===== config.mk =====
export PLATFORM = sky130hd
export DESIGN_NAME = alu16_seq
export DESIGN_NICKNAME = d
export VERILOG_FILES = /design/src/rtl/alu16_seq.sv
export SDC_FILE = /design/constraint.sdc
export NUM_CORES = 1
export LEC_CHECK = 0
export BUFFER_PORTS_ARGS = -buffer_cell sky130_fd_sc_hd__clkbuf_2
export CAP_MARGIN = 10
export CORE_UTILIZATION = 39
export CTS_CLUSTER_DIAMETER = 80
export DETAILED_ROUTE_END_ITERATION = 12
export GPL_TIMING_DRIVEN = 0
export PLACE_DENSITY = 0.67
export SYNTH_ARGS = -nofsm -noshare
export SYNTH_HDL_FRONTEND = slang
export SYNTH_SLANG_ARGS = --single-unit

===== constraint.sdc =====
create_clock -name clk -period 1.64 [get_ports clk]
set_input_delay 0.328 -clock clk [delete_from_list [all_inputs] [get_ports clk]]
set_output_delay 0.328 -clock clk [all_outputs]
set_load 0.03 [all_outputs]

===== src/rtl/alu16_seq.sv =====
// alu16_seq: sequences 16-bit adds/inc/dec through the 8-bit ALU as a low-byte pass, then a high-byte pass.
module alu16_seq (
   input  logic        clk,
   input  logic        reset,
   input  logic        start,
   input  logic [1:0]  op,
   input  logic [15:0] x,
   input  logic [15:0] y,
   input  logic [3:0]  flags_in,
   output logic        busy,
   output logic        done,
   output logic [15:0] result,
   output logic [3:0]  flags_out,
   output logic [7:0]  alu_a,
   output logic [7:0]  alu_b,
   output logic [3:0]  alu_fin,
   output logic [3:0]  alu_ctrl,
   input  logic [7:0]  alu_y,
   input  logic [3:0]  alu_fout
);
   typedef enum logic [1:0] {IDLE, LO, HI} state_t;
   localparam logic [1:0] OP_ADD16 = 2'b00, OP_ADDSP = 2'b01, OP_DEC = 2'b11;
   localparam logic [3:0] ADD = 4'b0000, ADC = 4'b0001, SUB = 4'b0010, SBC = 4'b0011;
   state_t      state, state_nxt;
   logic [1:0]  op_lat;
   logic [15:0] x_lat, y_lat;
   logic [3:0]  f_lat, flags_nxt;
   logic [7:0]  lo_byte;
   logic        lo_c, lo_h;
   always_ff @(posedge clk) begin
      if (reset) begin
         state     <= IDLE;
         done      <= 1'b0;
         result    <= 16'h0000;
         flags_out <= 4'h0;
         op_lat    <= 2'b00;
         x_lat     <= 16'h0000;
         y_lat     <= 16'h0000;
         f_lat     <= 4'h0;
         lo_byte   <= 8'h00;
         lo_c      <= 1'b0;
         lo_h      <= 1'b0;
      end else begin
         state <= state_nxt;
         done  <= state == HI;
         if (state == IDLE && start) begin
            op_lat <= op;
            x_lat  <= x;
            y_lat  <= y;
            f_lat  <= flags_in;
         end
         if (state == LO) begin
            lo_byte <= alu_y;
            lo_c    <= alu_fout[0];
            lo_h    <= alu_fout[1];
         end
         if (state == HI) begin
            result    <= {alu_y, lo_byte};
            flags_out <= flags_nxt;
         end
      end
   end
   always_comb begin
      state_nxt = state == IDLE ? (start ? LO : IDLE) : state == LO ? HI : IDLE;
      alu_a     = state == LO ? x_lat[7:0] : state == HI ? x_lat[15:8] : 8'h00;
      alu_b     = state == LO ? (op_lat[1] ? 8'h01 : y_lat[7:0])
                : state == HI ? (op_lat == OP_ADD16 ? y_lat[15:8] : op_lat == OP_ADDSP ? {8{y_lat[7]}} : 8'h00)
                : 8'h00;
      alu_fin   = state == HI ? {3'b000, lo_c} : 4'h0;
      alu_ctrl  = state == LO ? (op_lat == OP_DEC ? SUB : ADD)
                : state == HI ? (op_lat == OP_DEC ? SBC : ADC)
                : 4'h0;
      // ADDSP flags come from the low-byte unsigned add, not the high pass
      flags_nxt = op_lat == OP_ADD16 ? {f_lat[3], 1'b0, alu_fout[1:0]}
                : op_lat == OP_ADDSP ? {2'b00, lo_h, lo_c}
                : f_lat;
      busy      = state != IDLE;
   end
endmodule


==> results.md <==
- R2r worst-path depth: 7
- Clock slew seen by the registers of the worst setup and hold paths: 80 ps
- Sequential power share: 49.6%
- First-pass GRT wire length: 11,760 um
- Hold Violations, Final: 0
- Synth warnings: 0
- Post-route ant nets: 0
- Count of flip-flops with a built-in enable after synthesis: 0
- Crit. End Element: output pin
- Initial DRC count: 63
- HP Class: input pin to flop
- Share of cells above drive strength 1: 39.86%
- Crit start category: flop
- Sw power: 1.032 mW
- Die area: 7523 um2
- Slew @ Worst Pin: 502.2 ps
- Largest net degree at the start of global routing: 12
- Distinct cells, synth: 29
- Total Nets Final: 494
- Combinational fraction of design power: 17.3%
- Filler instances: 614
- Final wirelength: 7475 um
- Syn_area_per_cell: 8.946 um2
- RSZ-0062 raised after global routing: yes
- DP Worst Slack: -195.5 ps
- Crit-path max FO: 7
- DR DRC count: 0
- Relative slew slack: 66.52%
- Post-synth top cells: dfxtp_1, nand2_1, nor2_1
- Die X: 86.74 um
- Die height: 86.74 um
- Max Cap Viol: 0
- Max Root-Sink Buffers: 2
- #FFs+latches synth: 71
- Port Buffers: 90
- FMAX: 0.5257 GHz
- Top cells by area, synth: dfxtp_1, mux2i_1, nand2_1
- Via count: 2,535
- Power Dens Cells: 896.4 nW/um2
- Reg-to-reg critical path endpoint: x_lat[6]
- Synth area leader: dfxtp_1
- Mapped Cells: 313
- Max Slew Vio Count: 0
- Peak supply drop: 0.4625 mV
- Failing checks: negative setup slack
- Vias per cell: 4.694
- Clock sink count: 71
- Crit share post-route: 116.0%
- Final WS setup: -262.2 ps
- Pint: 2.734 mW
- Starting Density: 40.77%
- Fin util: 61.17%
- Area Growth Syn to Fin: 50.04%
- Hold worst-path end: y_lat[3]
- WL/cell: 13.84 um
- Fin crit period: 1902 ps
- Worst hold path stage count: 3
- DP Area: 3386 um2
- Mapped Area: 2800 um2
- Worst skew pair latency: 350 ps
- Main flop type after synthesis: dfxtp_1
- CTS tree: built
- Post-CTS Hold Buffers: 0
- Reg2reg start: state[0]
- CTS Buf Count: 9
- Switch share: 27.40%
- Most common cell in the synthesized netlist: dfxtp_1
- Status: finished, violations left
- Boundary Pins: 99
- Drt first pass iters: 4
- Overall Global Routing Usage: 20.58%
- Core ar.: 6869 um2
- Initial antenna violation count: 0
- Congestion Overflow GR: 0
- Floorplan row count: 30
- DP Wirelength: 4763 um
- Asr flop ratio synth: 0%
- Worst reg-to-reg setup slack: 50 ps
- Yosys top cell area share: 50.76%
- Worst Path Required: 1310 ps
- CP arrival: 1570 ps
- Setup CP Type: flop to output pin
- Min-delay src: y[3]
- Gpl congestion: 0.8054
- Sequential fraction of the synthesis area: 50.76%
- H-tree levels: 3
- Clock share of power: 33.1%
- Final setup viols: 18
- Clock skew: 10.60 ps
- Number of inserted diodes: 0
- Leak: 1.844 nW
- CTS root buf: clkbuf_8
- Final Cell Area: 4202 um2
- Vias in the first global route: 2,482
-- per-layer routing --
layer | share of wire [%] | up-vias | routed length, um | global-route usage (%)
met4 | 1.3 | 0 | 95 | 7.121
met5 | 0 | - | 0 | 0
met1 | 44 | 1156 | 3298 | 24.41
met3 | 6.5 | 10 | 486 | 7.238
li1 | - | 1283 | - | -
met2 | 48 | 86 | 3593 | 34.56
-- what timing repair did --
item	in CTS	in global routing
pin swaps	18	4
gates resized for setup	83	28
endpoints found under the setup margin	19	30
gates cloned	0	0
setup buffers	13	13
-- worst max-delay path by stage --
stage               startpoint  endpoint  slack (ps)  cells past startpoint
finish                state[0]  alu_b[0]        -260                      4
floorplan             state[0]  alu_b[1]        -130                      4
global route          state[0]  alu_b[0]        -320                      4
global placement      state[0]  alu_b[0]        -180                      5
detailed placement    state[0]  alu_b[0]        -200                      5
CTS                   state[0]  alu_b[0]        -280                      5
-- power by group through the flow --
stage	logic (mW)	clock network [mW]	registers, mW
final	0.653	1.25	1.87
after CTS	0.594	1.27	1.86
after floorplan	0.328	0	1.90
after global routing	0.708	1.34	1.88
after global placement	0.492	0	1.89
after detailed placement	0.499	0	1.89
-- kinds of logic after synthesis --
logic type      share of synthesized area, %
mux                                    13.99
other cells                           0.1339
buf+inv                                6.166
compound gates                         11.93
flops                                  50.76
simple gates                           17.02
-- sequential cells by signal, summed over array words and instances (netlist names) --
name / flops
done: 1
f_lat: 4
flags_out: 4
lo_byte: 8
lo_c: 1
lo_h: 1
op_lat: 2
result: 16
state: 2
x_lat: 16
y_lat: 16
-- cell type report --
type / instances / area, um2 / area share (%)
Buffer: 26 / 207.7 / 4.943
Clock buffer: 11 / 151.4 / 3.603
Clock inverter: 3 / 20.02 / 0.4765
Inverter: 2 / 10.01 / 0.2382
Multi-Input combinational cell: 215 / 1389 / 33.06
Sequential cell: 71 / 1431 / 34.07
Tap cell: 96 / 120.1 / 2.859
Timing Repair Buffer: 116 / 872.1 / 20.76
-- through the flow --
stage          hold WS, ps  power, mW  instances  TNS (ps)
6_report             212.9      3.766        540     -3197
2_1_floorplan        432.1      2.231        317    -876.6
3_3_place_gp         437.4      2.382        503    -833.9
3_5_place_dp         445.2      2.393        503    -970.5
4_1_cts              206.9      3.730        528     -4080
5_1_grt              218.0      3.926        540     -4413
-- cell usage in the layout, fill, tap and decap left out, types with 5 or more instances in the layout --
cell,count
a21oi_1,30
a22o_1,8
buf_4,29
buf_6,7
buf_8,11
clkbuf_1,8
clkbuf_2,70
clkbuf_8,23
conb_1,5
dfxtp_1,67
mux2i_1,38
nand2_1,55
nor2_1,45
nor2_2,6
o2bb2ai_4,5
-- worst max-delay path, stage by stage (launching register included) --
cell	delay, ps
dfxtp_2	320
nand2b_4	160
a211o_4	400
o21ai_2	170
clkbuf_8	170
Power figures use the tool's default switching activity.
